### src/rtl/instr_fetch_queue.sv
// Instruction-fetch front end: owns the PC, issues fixed-latency reads to instruction
// memory and buffers {instr, pc} pairs in a DEPTH-entry queue feeding decode.
module instr_fetch_queue #(
    parameter int              XLEN     = 32,
    parameter int              DEPTH    = 4,
    parameter logic [XLEN-1:0] RESET_PC = '0
) (
    input  logic            clk,
    input  logic            reset,
    output logic            imem_req,
    output logic [XLEN-1:0] imem_addr,
    input  logic [31:0]     imem_rdata,
    output logic            out_valid,
    input  logic            out_ready,
    output logic [31:0]     out_instr,
    output logic [XLEN-1:0] out_pc,
    input  logic            redir_valid,
    input  logic            redir_jalr,
    input  logic [XLEN-1:0] redir_pc,
    input  logic [XLEN-1:0] redir_rs1,
    input  logic [XLEN-1:0] redir_imm,
    output logic            fetch_fault,
    output logic [XLEN-1:0] fault_pc
);

    localparam int PW = $clog2(DEPTH);
    localparam int CW = PW + 1;
    localparam logic [XLEN-1:0] INSN_BYTES = XLEN'(4);
    localparam logic [XLEN-1:0] JALR_MASK  = {{(XLEN-1){1'b1}}, 1'b0};

    typedef logic [PW-1:0] ptr_t;

    logic [31:0]     q_instr [DEPTH];
    logic [XLEN-1:0] q_pc    [DEPTH];
    ptr_t            head;
    ptr_t            tail;
    logic [CW-1:0]   count;
    logic [XLEN-1:0] pc;
    logic            inflight;
    logic [XLEN-1:0] inflight_pc;

    logic            pop;
    logic            push;
    logic [CW:0]     credit_used;
    logic [XLEN-1:0] target;
    logic            target_ok;

    // NOTE: every signal is assigned on every path through this block, so no latch is inferred.
    always_comb begin
        pop         = out_valid && out_ready;
        // A response landing in a redirect cycle belongs to the wrong path and is dropped.
        push        = inflight && !redir_valid;
        credit_used = {1'b0, count} + (CW+1)'(inflight) - (CW+1)'(pop);
        imem_req    = !fetch_fault && !redir_valid && (credit_used < (CW+1)'(DEPTH));
        target      = redir_jalr ? ((redir_rs1 + redir_imm) & JALR_MASK)
                                 : (redir_pc + redir_imm);
        target_ok   = (target[1:0] == 2'b00);
    end

    assign imem_addr = pc;
    assign out_valid = (count != '0);
    assign out_instr = q_instr[head];
    assign out_pc    = q_pc[head];

    // NOTE: sequential state uses non-blocking assignments so every register samples pre-edge values.
    always_ff @(posedge clk) begin
        if (reset) begin
            pc          <= RESET_PC;
            inflight    <= 1'b0;
            inflight_pc <= '0;
            head        <= '0;
            tail        <= '0;
            count       <= '0;
            fetch_fault <= 1'b0;
            fault_pc    <= '0;
        end else begin
            inflight    <= imem_req;
            inflight_pc <= pc;
            if (redir_valid) begin
                head  <= '0;
                tail  <= '0;
                count <= '0;
                if (target_ok) begin
                    pc          <= target;
                    fetch_fault <= 1'b0;
                end else begin
                    fetch_fault <= 1'b1;
                    fault_pc    <= target;
                end
            end else begin
                if (imem_req) pc   <= pc + INSN_BYTES;
                if (push)     tail <= tail + 1'b1;
                if (pop)      head <= head + 1'b1;
                if (push && !pop)      count <= count + 1'b1;
                else if (!push && pop) count <= count - 1'b1;
            end
        end
    end

    // NOTE: queue storage is not reset; count alone decides which entries are meaningful.
    always_ff @(posedge clk) begin
        if (!reset && push) begin
            q_instr[tail] <= imem_rdata;
            q_pc[tail]    <= inflight_pc;
        end
    end

    push_into_full: assert property (@(posedge clk) disable iff (reset)
        !(push && !pop && count == CW'(DEPTH)));

endmodule

### config.mk
export PLATFORM = sky130hd
export DESIGN_NAME = instr_fetch_queue
export DESIGN_NICKNAME = d
export VERILOG_FILES = /design/src/rtl/instr_fetch_queue.sv
export SDC_FILE = /design/constraint.sdc
export NUM_CORES = 1
export LEC_CHECK = 0
export BUFFER_PORTS_ARGS = -buffer_cell sky130_fd_sc_hd__buf_2
export CORE_ASPECT_RATIO = 1.75
export CORE_MARGIN = 1
export CORE_UTILIZATION = 45
export DETAILED_ROUTE_END_ITERATION = 6
export PLACE_DENSITY = 0.67
export SLEW_MARGIN = 25
export SYNTH_ARGS = -nofsm -noshare
export SYNTH_HDL_FRONTEND = slang
export SYNTH_SLANG_ARGS = --single-unit
### constraint.sdc
create_clock -name clk -period 5.1 [get_ports clk]
set_input_delay 0 -clock clk [delete_from_list [all_inputs] [get_ports clk]]
set_output_delay 0 -clock clk [all_outputs]
set_load 0.05 [all_outputs]
==> summary.txt, run 1 <==
Setup path
  – CP max FO: 17
  – CP peak stage delay: between 500 and 600 ps
  – CP required: around 5600 ps
  – Slowest CP cell: or4_1
  – Crit path arrival time: 4300 ps
  – Setup CP Type: reg2reg
  – Cells on worst reg2reg path: 14
  – Total stage count of the critical path: 14
  – CP Capture Type: flop
  – Crit path max-delay family: simple AND/OR/NAND/NOR gates
  – Buf/Inv on CP: 2
  – Critical Path Source Type: flop
  – CP Cell Sequence: or3_1 > nand2_1 > inv_1 > ha_1 > inv_1 > ha_1 > and3b_1 > or4b_1 > a2111o_1 > and2_1 > or4_1 > a21oi_1 > a2111oi_0 > a21oi_1

Timing
  – Hold Slack: between 20 and 30 ps
  – FMAX: ~260 MHz
  – Count of final max-slew check failures: 0
  – Setup_tns: 0 ps
  – Final worst path period need: around 3800 ps
  – Relative slew slack: 0.331
  – # setup viols final: 0
  – Period utilization: 0.748
  – Worst Tran Pin Value: around 1000 ps
  – Final Hold Viols: 0
  – RSZ-0062 raised after global routing: false
  – Final setup margin: roughly 1300 ps
  – Clk_skew: between 9 and 10 ps

Synthesis
  – XOR/XNOR share of the synthesized area: 0.0252
  – Most common cell in the netlist: edfxtp_1
  – Synth cell count leaders: edfxtp_1 (256), nor2_1 (122), a21oi_1 (111)
  – Synth Area in Adders: 0.0538
  – Distinct cell type count after synthesis: between 70 and 80
  – Post-synth EDFFs: ~260
  – Synth Area in Compound Gates: 0.119
  – Post-Syn Area: roughly 17,000 um2
  – Sequential area share after synthesis: 0.565
  – Post-synth ARST share: 0
  – Main combinational cell family by area after synthesis: simple AND/OR/NAND/NOR gates
  – Synth Instances: approximately 1,400
  – Mux cell area share after synthesis: 0.0916
  – Yosys warning total: 0
  – Avg Cell Area, Syn: ~12 um2
  – Yosys top cell area share: 0.442
  – Cell taking the most area after synthesis: edfxtp_1
  – Main flop type after synthesis: edfxtp_1
  – Post-Syn Nets: between 1,500 and 2,000
  – #FFs+latches synth: around 360
  – Top post-synthesis cells by area: edfxtp_1 (44%), dfxtp_1 (12%), mux4_2 (8.3%), ha_1 (5.0%), a21oi_1 (3.2%)
  – Simple-gate share of the synthesized area: 0.124

Global route
  – Grt ovf: 0
  – First-pass GRT wire length: ~68 mm
  – GRT met1 Usage: 0.241
  – GR Util met2: 0.432
  – Vias in the first global route: about 13,000
  – Grt met3 use: 0.0273
  – Largest net degree at the start of global routing: 75
  – Global-route total usage across every layer: 0.225
  – Initial antenna violation count: 1
  – Gr busiest metal: met2

Finish
  – Post-route insts no fill: 2,205
  – Final Cell Area: a little over 20,000 um2
  – Antenna Cells: 0
  – Layout area overhead: 18.6%
  – Post-layout util: 0.545
  – Fraction of layout cells with a size suffix above 1: 0.239
  – Layout Nets: approximately 1,900

Power and ir drop
  – Worst IR Drop VDD: between 0.2 and 0.25 mV
  – Reg power frac: 0.467
  – Clock power frac: 0.351
  – Total chip power: slightly above 7 mW
  – Switching power total: between 2 and 2.5 mW
  – Net Sw Frac: 0.284
  – Pwr dens: ~350 nW/um2
  – Internal power: roughly 5 mW
  – Combinational power share: 0.182
  – Leakage Power: roughly 7.7 nW

Clock network
  – CTS resizes: 0
  – CTS Buf Count: 30
  – Clock root buffer: clkbuf_16
  – CTS tree: yes
  – Clock Latency Late Sink: ~560 ps
  – CTS Buffer Depth: 3
  – H-tree Lvls: 1
  – Worst-path clk slew: roughly 80 ps
  – # Post-CTS Setup Buffers: 0
  – # clock sinks: ~360

Detailed routing
  – Total wire length: around 45 mm
  – Average via count per standard cell: 5.71
  – Routed Antenna Nets: 0
  – Vias post-DR: approximately 13,000
  – Drt drc: 0
  – Initial DRC count: 609
  – Post-DR wirelength/cell: ~20 um
  – DR pass1 iterations: 5

Place
  – GPL Wtd Cong: roughly 0.9
  – Placement Setup Slack: roughly 1300 ps
  – Placed insts: between 2,000 and 2,500
  – Area of placed instances: 19,200 um2
  – HPWL after detailed placement: about 33 mm
  – PortBufs: between 200 and 300

Floorplan
  – Chip height: 262 um
  – Die X: between 150 and 200 um
  – Initial Utilization: 0.459
  – Core area: 37,900 um2
  – Floorplan row count: 94
  – DIE AREA: between 30,000 and 40,000 um2
  – Io pins: 264

Min path
  – Hold Path Depth: 5
  – HP Class: in2reg

Status
  – Status: finished, final reports clean

Flow run
  – Max cap viols: 0
tightest hold or removal path, cell delays in order:
cell and delay [ps]:
buf_2 80, ha_1 220, inv_1 70, or2_2 120, a21oi_1 50
power groups by stage:
stage / Clock (mW) / Combinational [mW] / Sequential [mW]
after global placement: 0 / 1.26 / 3.41
after detailed placement: 0 / 1.28 / 3.41
after floorplan: 0 / 0.730 / 3.56
after global routing: 2.67 / 1.41 / 3.36
after CTS: 2.57 / 1.30 / 3.35
final: 2.52 / 1.30 / 3.35
cell usage in the layout (no fill, tap or decap), drive strengths merged, types with 13 or more instances in the layout:
| master | synthesis | final |
|---|---|---|
| a211oi | 19 | 19 |
| a21o | 19 | 19 |
| a21oi | 111 | 111 |
| a31oi | 13 | 13 |
| and3 | 16 | 16 |
| buf | 14 | 272 |
| clkbuf | 49 | 34 |
| dfxtp | 107 | 107 |
| dlygate4sd3 | 0 | 35 |
| edfxtp | 256 | 256 |
| ha | 70 | 70 |
| inv | 36 | 39 |
| mux2i | 14 | 14 |
| mux4 | 64 | 64 |
| nand2 | 101 | 101 |
| nand2b | 14 | 14 |
| nand3 | 15 | 15 |
| nand4 | 20 | 20 |
| nor2 | 122 | 122 |
| nor2b | 40 | 40 |
| nor3 | 44 | 44 |
| o211ai | 17 | 17 |
| o21ai | 70 | 70 |
| xnor2 | 27 | 27 |
| xor2 | 23 | 23 |
layer usage:
metal / vias to the layer above / share of wire
met1: 6074 / 0.37
li1: 6010 / -
met3: 94 / 0.050
met2: 413 / 0.54
met4: 0 / 0.043
met5: - / 0
flip-flops by register name (all words and copies together), names as in the netlist, named ones only:
signal and cells:
count 3, inflight 1, q_instr 128, q_pc 128, tail 2, fault_pc 32
inflight_pc 32, fetch_fault 1, head 2, imem_addr 32
final cells by class:
type                       instances  area (um2)
clock buffer                      34         807
clock inverter                    22         295
fill                            3244       17200
inverter                          36         135
multi-input combinational        963        7210
sequential                       363        9840
tap                              480         601
timing repair buffer             307        1750
cell families (layout without fill, tap and decap cells):
group / Yosys count / after routing
mux: 79 / 79
xor+xnor: 50 / 50
simple gates: 432 / 432
fa+ha+maj: 73 / 73
buf+inv: 99 / 399
flops: 363 / 363
compound gates: 329 / 329
path summary, 6_finish.rpt:
path | from | to | slack [ps]
worst max-delay path | count[2] | imem_addr[24] | 1290
worst min-delay path | redir_pc[0] | fault_pc[0] | 30
worst max register to register | count[2] | imem_addr[24] | 1290
worst min register to register | fault_pc[0] | fault_pc[0] | 460
repair_timing:
item	CTS	global route
hold buffers	35	0
hold endpoints to repair	143	0
setup endpoints to repair	0	0
Power figures use the tool's default switching activity.
==> run 2: changes to the inputs <==
Clock period 5.1 ns to 3.95 ns, I/O delays scaled along.
==> run 2 against run 1 <==
Setup slack lost 1000 ps. Fmax is 3.4% higher. Sequential power grew 29%. Non-clock buffer count rose by 6. Core utilization decreased by 0.10 points. Via count did not move. Cell area shrank 0.19%. Clock skew increased by 4.5 ps. Critical path depth rose by 1. Final cell count rose by 0.18%. Flip-flop and latch count unchanged. Largest power group unchanged. Highest routed layer unchanged.
==> summary.txt, run 2 (synthesized netlist as in run 1, its figures left out) <==
Timing
  – # setup viols final: 0 (unchanged)
  – Worst Tran Pin Value: 1010 ps (+7.20 ps)
  – Clk_skew: 14.4 ps (+4.50 ps)
  – RSZ-0062 raised after global routing: false
  – Final setup margin: 261 ps (-1020 ps)
  – Hold Slack: 24.1 ps (-1.95 ps)
  – Final Hold Viols: 0 (unchanged)
  – Period utilization: 0.934 (+0.186)
  – Count of final max-slew check failures: 0 (unchanged)
  – Setup_tns: 0 ps (unchanged)
  – FMAX: 271 MHz (+3.4%)
  – Final worst path period need: 3690 ps (-126 ps)
  – Relative slew slack: 0.326 (-0.00480)

Floorplan
  – Chip height: 262 um (unchanged)
  – Die X: 151 um (unchanged)
  – DIE AREA: 39,500 um2 (unchanged)
  – Initial Utilization: 0.459 (unchanged)
  – Core area: 37,900 um2 (unchanged)
  – Io pins: 264 (unchanged)
  – Floorplan row count: 94 (unchanged)

Finish
  – Fraction of layout cells with a size suffix above 1: 0.239 (about the same)
  – Commonest non-fill, non-tap cell in the layout: buf_2
  – Layout Nets: 1,912 (+0.26%)
  – Number of fill cells in the layout: 3,241 (-0.092%)
  – Most frequent cells in the layout: buf_2 (263), edfxtp_1 (256), nor2_1 (122), a21oi_1 (111), dfxtp_1 (105)
  – Register Area: 9840 um2 (unchanged)
  – Top flop regs: q_instr (128), q_pc (128)
  – Multi-input logic area: 7210 um2 (about the same)
  – Layout area overhead: 18.4%
  – Antenna Cells: 0 (unchanged)

Setup path
  – Slowest CP cell: or4b_1
  – CP Cell Sequence: or3_1 > nand2_1 > inv_1 > ha_1 > inv_1 > ha_1 > and3b_1 > or4b_1 > a2111o_1 > and2_2 > buf_4 > or3_1 > a21oi_1 > a221oi_1 > nor2_1
  – Crit path arrival time: 4180 ps (-120 ps)
  – Reg-to-reg slack, setup: 260 ps (-1020 ps)
  – Crit path max-delay family: simple AND/OR/NAND/NOR gates
  – Cells on worst reg2reg path: 15 (+1)
  – CP max FO: 24 (+7)
  – Setup CP Type: reg2reg
  – Worst r2r src: count[2]
  – CP required: 4440 ps (-1150 ps)
  – CP peak stage delay: 500 ps (-40 ps)
  – CP Capture Type: flop
  – Buf/Inv on CP: 3 (+1)
  – Critical Path Source Type: flop
  – Terminus of the critical flop-to-flop path: imem_addr[11]

Clock network
  – Clock root buffer: clkbuf_16
  – # clock sinks: 363 (unchanged)
  – CTS tree: yes
  – H-tree Lvls: 1 (unchanged)
  – Worst-path clk slew: 70 ps (about the same)
  – CTS Buffer Depth: 3 (unchanged)
  – # Post-CTS Setup Buffers: 0 (unchanged)
  – Clock Latency Late Sink: 560 ps (about the same)
  – CTS Buf Count: 29 (-3.3%)

Detailed routing
  – Initial DRC count: 514 (-16%)
  – DR pass1 iterations: 5 (unchanged)
  – Drt drc: 0 (unchanged)
  – Routed Antenna Nets: 0 (unchanged)
  – Total wire length: 45.4 mm (+0.54%)
  – Vias post-DR: 12,600 (unchanged)
  – Post-DR wirelength/cell: 20.5 um (+0.36%)
  – Average via count per standard cell: 5.70 (-0.18%)

Power and ir drop
  – Leakage Power: 7.70 nW (-0.16%)
  – Total chip power: 9.11 mW (+27%)
  – Worst IR Drop VDD: 0.320 mV (+30%)
  – Pwr dens: 442 nW/um2 (+27%)

Place
  – PortBufs: 263 (unchanged)
  – Placement Setup Slack: 267 ps (-1030 ps)
  – HPWL after detailed placement: 33.2 mm (+1.8%)
  – GPL Wtd Cong: 0.930 (+1.9%)

Global route
  – Global-route total usage across every layer: 0.227 (+0.00207)
  – Vias in the first global route: 12,600 (+0.15%)
  – Largest net degree at the start of global routing: 65 (-13%)
  – Initial antenna violation count: 0 (-1)
  – First-pass GRT wire length: 68.4 mm (+0.68%)
  – Grt ovf: 0 (unchanged)

Min path
  – HP Class: in2reg
  – Hold EP: inflight
  – Hold Path Depth: 2 (-3)
  – HP Start: reset

Status
  – Status: finished, final reports clean

Flow run
  – Max cap viols: 0 (unchanged)
==> run 2: cell types whose count changed in the layout (fill, tap and decap cells not counted), sizes merged <==
cell	previous run	this run
buf	272	277
bufinv	6	5
clkbuf	34	36
clkinv	9	6
dlygate4sd3	35	36
==> run 2: report_power, final <==
part | switching, mW | total [mW] | internal [mW] | leakage, nW
registers | 0.134 | 4.32 | 4.18 | 3.24
clock network | 1.34 | 3.10 | 1.76 | 0.492
logic | 1.12 | 1.69 | 0.570 | 3.97
==> run 2: how the worst max path moves through the flow <==
stage / slack, ps / to / from / depth (start not counted)
floorplan: 140 / imem_addr[24] / count[2] / 15
global placement: 310 / imem_addr[30] / count[2] / 15
detailed placement: 270 / imem_addr[11] / count[2] / 15
CTS: 240 / imem_addr[11] / count[2] / 15
global route: 30 / imem_addr[30] / count[2] / 15
finish: 260 / imem_addr[11] / count[2] / 15
==> run 2: routing by layer <==
metal  share of wire  GRT usage
met3           0.048     0.0252
met4           0.049      0.115
met5               0          0
met2            0.54      0.433
met1            0.36      0.243
==> run 2: what timing repair did <==
action,in CTS,in global routing
hold buffers,36,0
hold endpoints to repair,135,0
resized for setup,0,1
setup endpoints to repair,0,2
==> run 2: metrics by stage <==
step	cell area, um2	util	cells
2_1_floorplan	17400	-	1425
3_3_place_gp	19200	0.507	2119
3_5_place_dp	19200	0.507	2119
4_1_cts	20600	0.544	2209
5_1_grt	20600	0.544	2209
6_report	20600	0.544	2209
==> run 2: cell type report <==
class | count | area share
repair buffers | 313 | 0.0865
inverters | 36 | 0.00656
clock buffers | 36 | 0.0380
well taps | 480 | 0.0292
multi-input cells | 963 | 0.350
flip-flops and latches | 363 | 0.478
clock inverters | 18 | 0.0118
==> run 3: changes to the inputs <==
Settings changed: CELL_PAD_IN_SITES_DETAIL_PLACEMENT set to 1, CELL_PAD_IN_SITES_GLOBAL_PLACEMENT set to 1, PLACE_DENSITY 0.67 to 0.81.
==> run 3 against run 2 <==
Global-route usage increased by 3.0 points. Via count increased by 1.5%. Register-to-register slack got worse by 50 ps. Sequential share of layout area increased by 0.073 points. Count of clock-buffer cells in the layout decreased by 4. Critical path type unchanged.
==> summary.txt, run 3 (synthesized netlist as in run 1, its figures left out) <==
Finish
  – Layout area overhead: 18.2%
  – Antenna Cells: 0 (unchanged)
  – Fraction of layout cells with a size suffix above 1: 0.239 (-0.000440)
  – Multi-input logic area: 7210 um2 (about the same)
  – Top flop regs: q_instr (128), q_pc (128)
  – Number of fill cells in the layout: 4,049 (+25%)
  – Register Area: 9840 um2 (unchanged)
  – Most frequent cells in the layout: buf_2 (263), edfxtp_1 (256), nor2_1 (122), a21oi_1 (111), dfxtp_1 (105)
  – Commonest non-fill, non-tap cell in the layout: buf_2
  – Layout Nets: 1,911 (-0.052%)

Floorplan
  – Floorplan row count: 94 (unchanged)
  – Io pins: 264 (unchanged)
  – Initial Utilization: 0.459 (unchanged)
  – Die X: 151 um (unchanged)
  – Core area: 37,900 um2 (unchanged)
  – Chip height: 262 um (unchanged)
  – DIE AREA: 39,500 um2 (unchanged)

Clock network
  – Clock root buffer: clkbuf_16
  – CTS Buffer Depth: 3 (unchanged)
  – # clock sinks: 363 (unchanged)
  – CTS tree: yes
  – CTS Buf Count: 29 (unchanged)
  – # Post-CTS Setup Buffers: 0 (unchanged)
  – CTS resizes: 0 (unchanged)
  – H-tree Lvls: 1 (unchanged)
  – Worst-path clk slew: 70 ps (about the same)
  – Clock Latency Late Sink: 570 ps (about the same)

Setup path
  – CP Capture Type: flop
  – Critical Path Source Type: flop
  – Worst r2r src: count[2]
  – Setup crit end: imem_addr[24]
  – Terminus of the critical flop-to-flop path: imem_addr[24]
  – CP peak stage delay: 510 ps (about the same)
  – Reg-to-reg slack, setup: 210 ps (-50 ps)
  – Crit path arrival time: 4240 ps (+60 ps)
  – CP required: 4450 ps (about the same)
  – Cells on worst reg2reg path: 14 (-1)
  – CP Cell Sequence: or3_1 > nand2_1 > inv_1 > ha_1 > inv_1 > ha_1 > and3b_1 > or4b_1 > a2111o_1 > and2_1 > or4_1 > a21oi_1 > a2111oi_0 > a21oi_1
  – Crit path max-delay family: simple AND/OR/NAND/NOR gates
  – Slowest CP cell: or4b_1
  – Setup CP Type: reg2reg
  – Total stage count of the critical path: 14 (-1)
  – Buf/Inv on CP: 2 (-1)
  – CP max FO: 10 (-58%)
  – Worst Setup SP: count[2]

Global route
  – Initial antenna violation count: 0 (unchanged)
  – Vias in the first global route: 13,700 (+9.2%)
  – Grt ovf: 0 (unchanged)
  – Global-route total usage across every layer: 0.257 (+0.0296)
  – First-pass GRT wire length: 76.7 mm (+12%)
  – Largest net degree at the start of global routing: 65 (unchanged)

Power and ir drop
  – Worst IR Drop VDD: 0.340 mV (+6.1%)
  – Pwr dens: 439 nW/um2 (-0.62%)
  – Leakage Power: 7.66 nW (-0.50%)
  – Total chip power: 9.04 mW (-0.77%)

Timing
  – RSZ-0062 raised after global routing: false
  – Period utilization: 0.947 (+0.0133)
  – Relative slew slack: 0.323 (-0.00340)
  – Final Hold Viols: 0 (unchanged)
  – Clk_skew: 19.6 ps (+5.23 ps)
  – Setup_tns: 0 ps (unchanged)
  – Count of final max-slew check failures: 0 (unchanged)
  – Worst Tran Pin Value: 1020 ps (+5.10 ps)
  – # setup viols final: 0 (unchanged)
  – FMAX: 267 MHz (-1.4%)
  – Final worst path period need: 3740 ps (+52.7 ps)

Place
  – HPWL after detailed placement: 37.7 mm (+14%)
  – GPL Wtd Cong: 0.873 (-6.1%)
  – PortBufs: 263 (unchanged)

Detailed routing
  – Drt drc: 0 (unchanged)
  – Initial DRC count: 459 (-11%)
  – DR pass1 iterations: 5 (unchanged)
  – Uppermost layer routed: met4
  – Average via count per standard cell: 5.79 (+1.5%)
  – Total wire length: 50.9 mm (+12%)
  – DR WL met2: 28.5 mm (+16%)
  – Metal3 WL: 2.10 mm (-3.8%)
  – Routed Antenna Nets: 0 (unchanged)
  – Post-DR wirelength/cell: 23.1 um (+12%)
  – Vias post-DR: 12,800 (+1.5%)
  – Metal1 wirelength: 18.4 mm (+12%)

Flow run
  – Max cap viols: 0 (unchanged)

Min path
  – HP Class: in2reg

Status
  – Status: finished, final reports clean
[run 3: power breakdown]
group	internal (mW)	leakage [nW]	total, mW	switching, mW
clock network	1.62	0.448	2.98	1.36
registers	4.18	3.24	4.32	0.139
logic	0.573	3.98	1.73	1.16
[run 3: layout make-up]
class                      instances  share of cell area
multi-input combinational        963               0.351
tap                              480              0.0292
clock buffer                      32              0.0358
clock inverter                    22              0.0117
inverter                          36             0.00657
timing repair buffer             312              0.0876
sequential                       363               0.478
[run 3: layer usage]
layer	GRT usage	vias up
met4	0.102	0
met5	0	-
met1	0.274	6344
li1	-	6003
met3	0.0266	90
met2	0.505	339
[run 3: worst min path at each step]
stage,from,endpoint,depth (start not counted)
floorplan,reset,inflight_pc[28],1
finish,redir_pc[0],fault_pc[0],5
global route,redir_jalr,fault_pc[1],4
detailed placement,imem_rdata[20],q_instr[0][20],1
global placement,imem_rdata[0],q_instr[3][0],1
CTS,redir_pc[0],fault_pc[0],5
[run 3: repair_timing]
action / CTS / global route
endpoints found under the hold margin: 144 / 0
endpoints found under the setup margin: 0 / 0
hold buffers: 34 / 0
[run 3: per-stage QoR]
step	cell area (um2)	util	setup slack, ps	hold WS (ps)	cells
after floorplan	17400	-	142	94.7	1425
after global placement	19200	0.507	312	210	2119
after detailed placement	19200	0.507	220	225	2119
after CTS	20500	0.542	211	2.54	2207
after global routing	20600	0.543	19.0	21.5	2208
final	20600	0.543	209	18.4	2208
[run 3: tightest hold or removal path, cell delays in order]
cell,delay (ps)
buf_2,80
ha_1,220
inv_1,60
or2_2,110
a21oi_1,50
